<file path="config.mk">
export PLATFORM = sky130hd
export DESIGN_NAME = bm_dl_simple_seq_gen
export DESIGN_NICKNAME = d
export VERILOG_FILES = /design/src/rtl/bm_dl_simple_seq_gen.sv
export SDC_FILE = /design/constraint.sdc
export NUM_CORES = 1
export LEC_CHECK = 0
export BUFFER_PORTS_ARGS = -buffer_cell sky130_fd_sc_hd__clkbuf_2
export CAP_MARGIN = 30
export CORE_MARGIN = 1
export CORE_UTILIZATION = 60
export CTS_BUF_LIST = sky130_fd_sc_hd__clkbuf_2 sky130_fd_sc_hd__clkbuf_4 sky130_fd_sc_hd__clkbuf_8
export DETAILED_ROUTE_END_ITERATION = 12
export HOLD_SLACK_MARGIN = 0.08
export PLACE_DENSITY = 0.89
export SLEW_MARGIN = 20
export SYNTH_ARGS = -nofsm -noshare
export SYNTH_HDL_FRONTEND = slang
export SYNTH_SLANG_ARGS = --single-unit
</file>
<file path="constraint.sdc">
create_clock -name Clock -period 3.2 [get_ports Clock]
set_input_delay 0.48 -clock Clock [delete_from_list [all_inputs] [get_ports Clock]]
set_output_delay 0.48 -clock Clock [all_outputs]
set_load 0.02 [all_outputs]
</file>
<file path="src/rtl/bm_dl_simple_seq_gen.sv">
// bm_dl_simple_seq_gen: serial frame transmitter for the w-run detector, with cycle-exact predicted z
module bm_dl_simple_seq_gen #(
  parameter int WIDTH     = 8,
  parameter int GAP       = 2,
  parameter bit MSB_FIRST = 1'b1
) (
  input  logic             Clock,
  input  logic             Resetn,
  input  logic             start,
  input  logic [WIDTH-1:0] data,
  output logic             ready,
  output logic             busy,
  output logic             w,
  output logic             done,
  output logic             z_exp
);
  localparam int BW = $clog2(WIDTH);
  localparam int GW = GAP > 0 ? $clog2(GAP + 1) : 1;
  typedef enum logic [1:0] {S_IDLE = 2'b00, S_SHIFT = 2'b01, S_GAP = 2'b10} state_t;
  state_t           state, nxt;
  logic [WIDTH-1:0] shreg;
  logic [BW-1:0]    bit_cnt;
  logic [GW-1:0]    gap_cnt;
  logic             w_d;
  always_ff @(posedge Clock) state <= !Resetn ? S_IDLE : nxt;
  always_comb begin
    nxt = S_IDLE;
    case (state)
      S_IDLE:  nxt = start ? S_SHIFT : S_IDLE;
      S_SHIFT: nxt = bit_cnt != '0 ? S_SHIFT : (GAP > 0 ? S_GAP : S_IDLE);
      S_GAP:   nxt = gap_cnt != '0 ? S_GAP : S_IDLE;
      default: nxt = S_IDLE;
    endcase
  end
  always_comb begin
    ready = state == S_IDLE;
    busy  = state == S_SHIFT || state == S_GAP;
    done  = state == S_SHIFT && bit_cnt == '0;
  end
  // w and z_exp are registered; z_exp looks at the two previous w values
  always_ff @(posedge Clock) begin
    if (!Resetn) begin
      shreg   <= '0;
      bit_cnt <= '0;
      gap_cnt <= '0;
      w       <= 1'b0;
      w_d     <= 1'b0;
      z_exp   <= 1'b0;
    end else begin
      w_d   <= w;
      z_exp <= w & w_d;
      if (state == S_IDLE && start) begin
        shreg   <= data;
        bit_cnt <= BW'(WIDTH - 1);
        w       <= MSB_FIRST ? data[WIDTH-1] : data[0];
      end else if (state == S_SHIFT && bit_cnt != '0) begin
        shreg   <= MSB_FIRST ? shreg << 1 : shreg >> 1;
        bit_cnt <= bit_cnt - 1'b1;
        w       <= MSB_FIRST ? shreg[WIDTH-2] : shreg[1];
      end else begin
        w       <= 1'b0;
        gap_cnt <= done ? GW'(GAP > 0 ? GAP - 1 : 0) : (state == S_GAP ? gap_cnt - 1'b1 : gap_cnt);
      end
    end
  end
endmodule

</file>
==> results_dict.tcl, run 1 <==
set metrics [dict create \
    overflow 0 \
    cts_setup_buffers 0 \
    chipHeight_um 39.91 \
    ctsResizeCount 0 \
    min_path_cells 3 \
    clock_skew_ns 0.007791 \
    initial_core_util 0.6543 \
    cts.sinks 17 \
    antenna_found_initial 0 \
    peakVddDrop_mv 0.4042 \
    cts_hold_buf 0 \
    synth_compound_area_frac 0.2134 \
    port_buffers 15 \
    ys_warn_count 0 \
    crit_chain "inv_1 > ha_1 > nand3b_1 > inv_1 > clkbuf_2" \
    clk_latency_ns 0.29 \
    path_clk_slew_ns 0.09 \
    drive_above_1_share 0.2054 \
    antennaDiodeCount 0 \
    dieArea_sq_um 1592 \
    grt_pass1_vias 627 \
    rsz0062_at_grt "false" \
    cp.required_ns 2.72 \
    gp_congestion 0.7794 \
    finalNonFillerCells 127 \
    crit_type "reg -> out" \
    dp_slack_ns 1.402 \
    h-tree-depth 1 \
    r2r_cells 5 \
    layout_setup_ws_ns 1.059 \
    drc 0 \
    end_kind "output port" \
    syn_nets 116 \
    synthSimpleGateAreaFrac 0.1945 \
    hp-class "in -> reg" \
    worstPathMaxFanout 14 \
    drtIter0Drc 21 \
    setup_viol_count_final 0 \
    root_buffer "clkbuf_4" \
    cp_slowest_stage_delay_ns 0.46 \
    vias_per_cell 5.756 \
    io_pins 16 \
    final_nets 131 \
    outcome "finished clean" \
    ant_nets 0 \
    synthArstFlopShare 0 \
    synthToLayoutAreaGrowth_pct 9.869 \
    totalPowerFinal_mw 0.4956 \
    cp_slowest_cell "ha_1" \
    grt_pass1_wl_um 2546 \
    grt_usage 0.2491 \
    synthXorXnorAreaFrac 0 \
    p_leak_nw 0.4068 \
    fp-row-count 13 \
    tightest_slew_ns 0.4854 \
    crit_arrival_ns 1.66 \
    synth_adder_area_share 0.1016 \
    ys_seq_area_frac 0.3948 \
    avgSynthCellArea_sq_um 8.797 \
    fillers 112 \
    yosysUniqueCellTypes 29 \
    slew_headroom 0.6764 \
    drv_cap 0 \
    clock_path_buffers 2 \
    slew_viol_final 0 \
    dp_hpwl_um 1279 \
    period_needed_ns 2.141 \
    fmax_ghz 0.4671 \
    cts_tree "built" \
    wirelength_um 1704 \
    grt_max_degree 15 \
    fin_setup_tns_ns 0 \
    numCtsBuffers 3 \
    place_area_sq_um 917.1 \
    synth_area_sq_um 862.1 \
    die_x_um 39.91 \
    holdWs_ns 0.4062 \
    synth_top_family_by_area "compound AO/OA/AOI/OAI gates" \
    synthFlopType "dfxtp_1" \
    synthMuxAreaShare 0.01161 \
    fin_util 0.7189 \
    placedCellCount 123 \
    synth_edf_count 0 \
    crit_top_cell "inv_1" \
    wl_per_cell_um 13.42 \
    final_min_period_over_clock_period 0.6690 \
    core_area_sq_um 1318 \
    fin_area_sq_um 947.2 \
    drt_first_pass_iters 4 \
    hold_viol 0 \
    synthCells 98 \
    critPathLaunchType "flip-flop" \
    ys_ff_latch 17 \
    vias 731 \
    power.density_nw_per_um2 523.3 \
]
power breakdown:
part	total [mW]	switching [mW]	leakage [nW]	internal, mW
logic	0.128	0.0786	0.248	0.0489
registers	0.246	0.0129	0.140	0.233
clock network	0.122	0.0648	0.0184	0.0571
total	0.496	0.156	0.407	0.339
cells by family (layout without fill, tap and decap cells):
family,count (synthesis),in the layout
AO/OA/AOI/OAI,29,29
adder cells (fa/ha/maj),7,7
flip-flops,17,17
buffers and inverters,14,28
multiplexers,1,1
AND/OR/NAND/NOR,30,30
path summary, 6_finish.rpt:
kind,startpoint,endpoint,slack [ns]
max,state[1],done,1.06
min,data[0],shreg[0],0.41
max reg2reg,state[1],shreg[4],1.52
min reg2reg,w_d,z_exp,0.47
cells in the final DEF (no fill, tap or decap), types with 2 or more instances in the layout:
| cell | Yosys | layout |
|---|---|---|
| a21oi_1 | 5 | 5 |
| and2_1 | 2 | 2 |
| clkbuf_2 | 0 | 15 |
| a211oi_1 | 7 | 7 |
| nand2_1 | 6 | 6 |
| nor2_1 | 6 | 6 |
| inv_1 | 9 | 9 |
| dfxtp_1 | 17 | 17 |
| clkbuf_4 | 0 | 4 |
| ha_1 | 7 | 7 |
| nand3_1 | 4 | 4 |
| o21ai_0 | 6 | 6 |
| nand2b_1 | 3 | 3 |
| o21ai_1 | 3 | 3 |
| a31oi_1 | 4 | 4 |
| nor4_1 | 2 | 2 |
cell usage after synthesis, types with 2 or more instances:
master / instances / area, sq um
and2_1: 2 / 12.51
buf_4: 3 / 22.52
a31oi_1: 4 / 25.02
a211oi_1: 7 / 52.55
o21ai_0: 6 / 30.03
nand2_1: 6 / 22.52
o21ai_1: 3 / 15.01
nor2_1: 6 / 22.52
nand3_1: 4 / 20.02
ha_1: 7 / 87.58
nand2b_1: 3 / 18.77
nor4_1: 2 / 12.51
dfxtp_1: 17 / 340.3
a21oi_1: 5 / 25.02
inv_1: 9 / 33.78
cell type report:
class | instances | area, sq um | area share
Multi-Input combinational cell | 67 | 449.2 | 0.4742
Sequential cell | 17 | 340.3 | 0.3593
Timing Repair Buffer | 15 | 75.07 | 0.07926
Inverter | 9 | 33.78 | 0.03567
Clock buffer | 4 | 30.03 | 0.03170
Tap cell | 15 | 18.77 | 0.01982
state kept, by name (all words and copies together) (netlist names):
name	flops
w_d	1
z_exp	1
w	1
bit_cnt	3
gap_cnt	2
state	2
shreg	7
critical path: cells and delay by family (launching register included):
family	cells	cell delay, ns
buffers and inverters	3	0.34
AND/OR/NAND/NOR	1	0.22
flip-flops	1	0.34
adder cells (fa/ha/maj)	1	0.46
layer usage:
| metal | global-route usage | vias to the layer above | wire length [um] |
|---|---|---|---|
| met1 | 0.2577 | 327 | 695 |
| met5 | 0 | - | 0 |
| li1 | - | 374 | - |
| met2 | 0.4476 | 26 | 877 |
| met3 | 0.1023 | 4 | 112 |
| met4 | 0.07759 | 0 | 19 |
No activity file was read; power rests on OpenSTA's default activity.
==> run 2, diff against run 1 <==
--- a/config.mk
+++ b/config.mk
@@ -5,14 +5,15 @@
 export SDC_FILE = /design/constraint.sdc
 export NUM_CORES = 1
 export LEC_CHECK = 0
+export ABC_AREA = 1
 export BUFFER_PORTS_ARGS = -buffer_cell sky130_fd_sc_hd__clkbuf_2
 export CAP_MARGIN = 30
 export CORE_MARGIN = 1
-export CORE_UTILIZATION = 60
+export CORE_UTILIZATION = 56
 export CTS_BUF_LIST = sky130_fd_sc_hd__clkbuf_2 sky130_fd_sc_hd__clkbuf_4 sky130_fd_sc_hd__clkbuf_8
 export DETAILED_ROUTE_END_ITERATION = 12
 export HOLD_SLACK_MARGIN = 0.08
-export PLACE_DENSITY = 0.89
+export PLACE_DENSITY = 0.84
 export SLEW_MARGIN = 20
 export SYNTH_ARGS = -nofsm -noshare
 export SYNTH_HDL_FRONTEND = slang
==> constraint.sdc (replaced) <==
create_clock -name Clock -period 2 [get_ports Clock]
set_input_delay 0.3 -clock Clock [delete_from_list [all_inputs] [get_ports Clock]]
set_output_delay 0.3 -clock Clock [all_outputs]
set_load 0.02 [all_outputs]
==> run 2 against run 1 <==
Register-to-register slack worse by 1.1 ns. Clock skew decreased by 0.0053 ns. Sequential cell count is the same. Largest power group unchanged.
==> results_dict.tcl, run 2 <==
set metrics [dict create \
    outcome "finished clean" \
    gp_congestion 0.8047 \
    fmax_ghz 0.6017 \
    wl_per_cell_um 10.70 \
    synth_area_sq_um 898.4 \
    drv_cap 0 \
    synthToLayoutAreaGrowth_pct 10.03 \
    final_common_cell "nand2_1" \
    hp-class "in -> reg" \
    setup_viol_count_final 0 \
    dp_slack_ns 0.4566 \
    die_x_um 42.05 \
    clock_path_buffers 2 \
    cts_hold_buf 0 \
    worstPathMaxFanout 4 \
    timing.rr.end "bit_cnt[0]" \
    ys_seq_area_frac 0.3788 \
    period_needed_ns 1.662 \
    synth_commonest_cells "nand2_1, dfxtp_1, inv_1" \
    crit_start "state[1]" \
    core_area_sq_um 1506 \
    synthCells 124 \
    synth_top_cell_area_share 0.3788 \
    grt_pass1_wl_um 2842 \
    syn_nets 142 \
    tightest_slew_ns 0.4391 \
    path_clk_slew_ns 0.11 \
    ys_ff_latch 17 \
    avgSynthCellArea_sq_um 7.245 \
    dp_hpwl_um 1191 \
    r2r_slack_ns 0.43 \
    drive_above_1_share 0.2086 \
    yosysUniqueCellTypes 17 \
    largestRegisters "shreg (7), bit_cnt (3)" \
    ant_nets 0 \
    antenna_found_initial 0 \
    root_buffer "clkbuf_4" \
    p_leak_nw 0.5133 \
    drtIter0Drc 17 \
    port_buffers 15 \
    critPathLaunchType "flip-flop" \
    cts_setup_buffers 0 \
    crit_arrival_ns 1.36 \
    drc 0 \
    fp-row-count 14 \
    drt_first_pass_iters 4 \
    cts_tree "built" \
    fin_area_sq_um 988.4 \
    power.density_nw_per_um2 855.5 \
    grt_usage 0.2047 \
    io_pins 16 \
    largest-register "shreg" \
    synthArstFlopShare 0 \
    rsz0062_at_grt "false" \
    r2r_cells 7 \
    cts.sinks 17 \
    overflow 0 \
    fin_setup_tns_ns 0 \
    peakVddDrop_mv 0.5974 \
    slew_viol_final 0 \
    final_min_period_over_clock_period 0.8309 \
    layout_common_cells "nand2_1, dfxtp_1, inv_1" \
    wirelength_um 1658 \
    vias_per_cell 5.084 \
    totalPowerFinal_mw 0.8456 \
    antennaDiodeCount 0 \
    timing.rr.start "state[0]" \
    place_area_sq_um 960.9 \
    final_nets 158 \
    crit_type "reg -> out" \
    yosysTopAreaCell "dfxtp_1" \
    numCtsBuffers 3 \
    synth_edf_count 0 \
    ctsResizeCount 0 \
    critPathCapture "done" \
    grt_pass1_vias 734 \
    grt_max_degree 22 \
    initial_core_util 0.5963 \
    dieArea_sq_um 1768 \
    slew_headroom 0.7070 \
    ys_warn_count 0 \
    cp.required_ns 1.70 \
    h-tree-depth 1 \
    clock_skew_ns 0.002504 \
    end_kind "output port" \
    layout_setup_ws_ns 0.3381 \
    vias 788 \
    chipHeight_um 42.05 \
    hold_viol 0 \
    yosysMostFrequentCell "nand2_1" \
    clk_latency_ns 0.29 \
    synthFlopType "dfxtp_1" \
    synthTopCellsByArea "dfxtp_1, nand2_1, ha_1" \
    largest_register_ffs 7 \
]
[run 2: cell types whose count changed after synthesis, sizes merged, moves of 7 or more]
| cell | change |
|---|---|
| a211oi | -7 |
| inv | +9 |
| nand2 | +37 |
| nand3 | +9 |
| o21ai | -8 |
[run 2: cell type report]
class / instances / area [sq um]
Clock buffer: 3 / 22.52
Sequential cell: 17 / 340.3
Inverter: 18 / 67.56
Clock inverter: 1 / 5.005
Multi-Input combinational cell: 85 / 457.9
Fill cell: 140 / 518.0
Tap cell: 16 / 20.02
Timing Repair Buffer: 15 / 75.07
[run 2: worst max-delay path: stages, from the launching register on]
cell and delay [ns]:
dfxtp_1 0.34, inv_1 0.08, ha_1 0.24, nand3_1 0.17, inv_1 0.08, clkbuf_2 0.16
[run 2: report_power, final]
part / total (mW) / switching, mW / internal [mW] / leakage (nW)
Clock: 0.190 / 0.115 / 0.0743 / 0.0177
Sequential: 0.395 / 0.0216 / 0.374 / 0.139
Combinational: 0.261 / 0.166 / 0.0942 / 0.356
[run 2: per-stage QoR]
step	util	hold WS [ns]	cells
2_1_floorplan	-	0.3936	124
3_3_place_gp	0.6379	0.3999	151
3_5_place_dp	0.6379	0.4137	151
4_1_cts	0.6561	0.2372	155
5_1_grt	0.6561	0.2282	155
6_report	0.6561	0.2368	155
[run 2: worst min path at each step]
stage	slack (ns)	start	end	cells past startpoint
5_1_grt	0.23	data[7]	w	3
2_1_floorplan	0.39	w_d	z_exp	2
4_1_cts	0.24	data[7]	w	3
6_report	0.24	data[0]	shreg[0]	3
3_3_place_gp	0.40	w_d	z_exp	2
3_5_place_dp	0.41	w_d	z_exp	2
[run 2: cells by family (layout without fill, tap and decap cells)]
group,after synthesis,in the layout,synth area share
AOI/OAI and AO/OA,12,12,0.08217
adders and majority gates,7,7,0.09749
buffers and inverters,22,37,0.1114
DFF,17,17,0.3788
and+or+nand+nor,66,66,0.3301
[run 2: per-layer routing]
layer  part of all wire  vias up  GRT usage
met3              0.043        2    0.03879
met4             0.0078        0    0.08750
met2               0.48       21     0.3406
met5                  0        -          0
li1                   -      410          -
met1               0.47      355     0.2597
==> run 3, diff against run 2 <==
--- a/config.mk
+++ b/config.mk
@@ -9,11 +9,11 @@
 export BUFFER_PORTS_ARGS = -buffer_cell sky130_fd_sc_hd__clkbuf_2
 export CAP_MARGIN = 30
 export CORE_MARGIN = 1
-export CORE_UTILIZATION = 56
+export CORE_UTILIZATION = 51
 export CTS_BUF_LIST = sky130_fd_sc_hd__clkbuf_2 sky130_fd_sc_hd__clkbuf_4 sky130_fd_sc_hd__clkbuf_8
 export DETAILED_ROUTE_END_ITERATION = 12
 export HOLD_SLACK_MARGIN = 0.08
-export PLACE_DENSITY = 0.84
+export PLACE_DENSITY = 0.81
 export SLEW_MARGIN = 20
 export SYNTH_ARGS = -nofsm -noshare
 export SYNTH_HDL_FRONTEND = slang
==> constraint.sdc (replaced) <==
create_clock -name Clock -period 1.3 [get_ports Clock]
set_input_delay 0.195 -clock Clock [delete_from_list [all_inputs] [get_ports Clock]]
set_output_delay 0.195 -clock Clock [all_outputs]
set_load 0.02 [all_outputs]
==> run 3 against run 2 <==
The run now ends with setup timing left. Via count is 11% higher. Die area is 9.3% higher. Global-route usage is 2.0 points higher. Sequential share of layout area is 6.1 points lower. Critical endpoint unchanged. Worst hold slack worse by 0.10 ns. Final area is 24% higher. Register-to-register slack worse by 0.40 ns. Sequential power is 56% higher. Wire length is 30% higher. Final cell count is 9.7% higher. Clock-buffer cell count stayed put.
==> results_dict.tcl, run 3 (synthesis gave the netlist of run 2 again) <==
set metrics [dict create \
    outcome "finished, violations left" \
    violations "setup timing" \
    overflow 0 \
    antennaDiodeCount 0 \
    grt_pass1_vias 775 \
    dp_slack_ns -0.06289 \
    largest_register_ffs 7 \
    antenna_found_initial 0 \
    clock_skew_ns 0.002878 \
    wl_per_cell_um 12.72 \
    end_kind "output port" \
    slew_viol_final 0 \
    cts_tree "built" \
    setup_viol_count_final 1 \
    final_min_period_over_clock_period 1.012 \
    chipHeight_um 43.97 \
    holdWs_ns 0.1351 \
    largest-register "shreg" \
    numCtsBuffers 3 \
    vias_per_cell 5.141 \
    fillers 109 \
    peakVddDrop_mv 1.067 \
    p_leak_nw 0.6012 \
    worstPathMaxFanout 3 \
    port_buffers 15 \
    period_needed_ns 1.316 \
    final_nets 173 \
    grt_max_degree 14 \
    layout_setup_ws_ns -0.01583 \
    cts_hold_buf 0 \
    power.density_nw_per_um2 1260 \
    grt_usage 0.2244 \
    initial_core_util 0.5698 \
    r2r_cells 7 \
    io_pins 16 \
    path_clk_slew_ns 0.10 \
    h-tree-depth 1 \
    critPathLaunchType "flip-flop" \
    slew_headroom 0.7071 \
    grt_pass1_wl_um 3153 \
    drv_cap 0 \
    drc 0 \
    fin_setup_tns_ns -0.01583 \
    drt_first_pass_iters 4 \
    clock_path_buffers 2 \
    ant_nets 0 \
    synthToLayoutAreaGrowth_pct 36.49 \
    cts.sinks 17 \
    crit_type "reg -> out" \
    layout_common_cells "nand2_1, dfxtp_1, clkbuf_2, buf_4" \
    dp_hpwl_um 1194 \
    fp-row-count 14 \
    cp.required_ns 1.11 \
    vias 874 \
    clk_latency_ns 0.28 \
    hold_viol 0 \
    largestRegisters "shreg (7), bit_cnt (3)" \
    drtIter0Drc 20 \
    root_buffer "clkbuf_4" \
    tightest_slew_ns 0.4389 \
    crit_arrival_ns 1.12 \
    dieArea_sq_um 1933 \
    fmax_ghz 0.7600 \
    fin_util 0.7778 \
    rsz0062_at_grt "true" \
    min_path_cells 3 \
    core_area_sq_um 1577 \
    hp-class "in -> reg" \
    drive_above_1_share 0.3831 \
    totalPowerFinal_mw 1.545 \
    wirelength_um 2162 \
    final_common_cell "nand2_1" \
    gp_congestion 0.7410 \
    die_x_um 43.97 \
]
[run 3: cell type report]
class                   count  area, sq um  share of cell area
clock inverters             1        5.005            0.004082
flip-flops and latches     17        347.8              0.2837
well taps                  16        20.02             0.01633
inverters                  18        72.57             0.05918
repair buffers             29        212.7              0.1735
multi-input cells          86        545.5              0.4449
clock buffers               3        22.52             0.01837
[run 3: worst max-delay path: stages (launching register included)]
cell and delay (ns):
dfxtp_2 0.34, inv_2 0.09, ha_4 0.16, nand3_4 0.09, inv_2 0.06, buf_8 0.10
[run 3: repair_timing]
action                                  4_1_cts  5_1_grt
endpoints found under the setup margin       15       12
gates resized for setup                      22        7
buffers inserted                              2        6
pin swaps                                     4        7
gates cloned                                  0        1
[run 3: worst paths after layout]
path         slack, ns       end        from
min               0.14         w     data[7]
max              -0.02      done  bit_cnt[0]
min reg2reg       0.42     z_exp         w_d
max reg2reg       0.03  shreg[1]    state[1]
[run 3: metal layers]
layer / routed length, um / GRT usage
met5: 0 / 0
met1: 865 / 0.2294
met4: 38 / 0.09697
met2: 1184 / 0.4328
met3: 75 / 0.04583
[run 3: through the flow]
| stage | std cells | instance area (sq um) |
|---|---|---|
| 3_3_place_gp | 157 | 1018 |
| 3_5_place_dp | 157 | 1018 |
| 4_1_cts | 163 | 1139 |
| 5_1_grt | 170 | 1226 |
| 6_report | 170 | 1226 |
| 2_1_floorplan | 124 | 898.4 |
[run 3: power by group]
group / switching (mW) / internal, mW / total, mW
registers: 0.0370 / 0.579 / 0.616
clock network: 0.168 / 0.114 / 0.282
logic: 0.357 / 0.291 / 0.648
total: 0.561 / 0.984 / 1.55
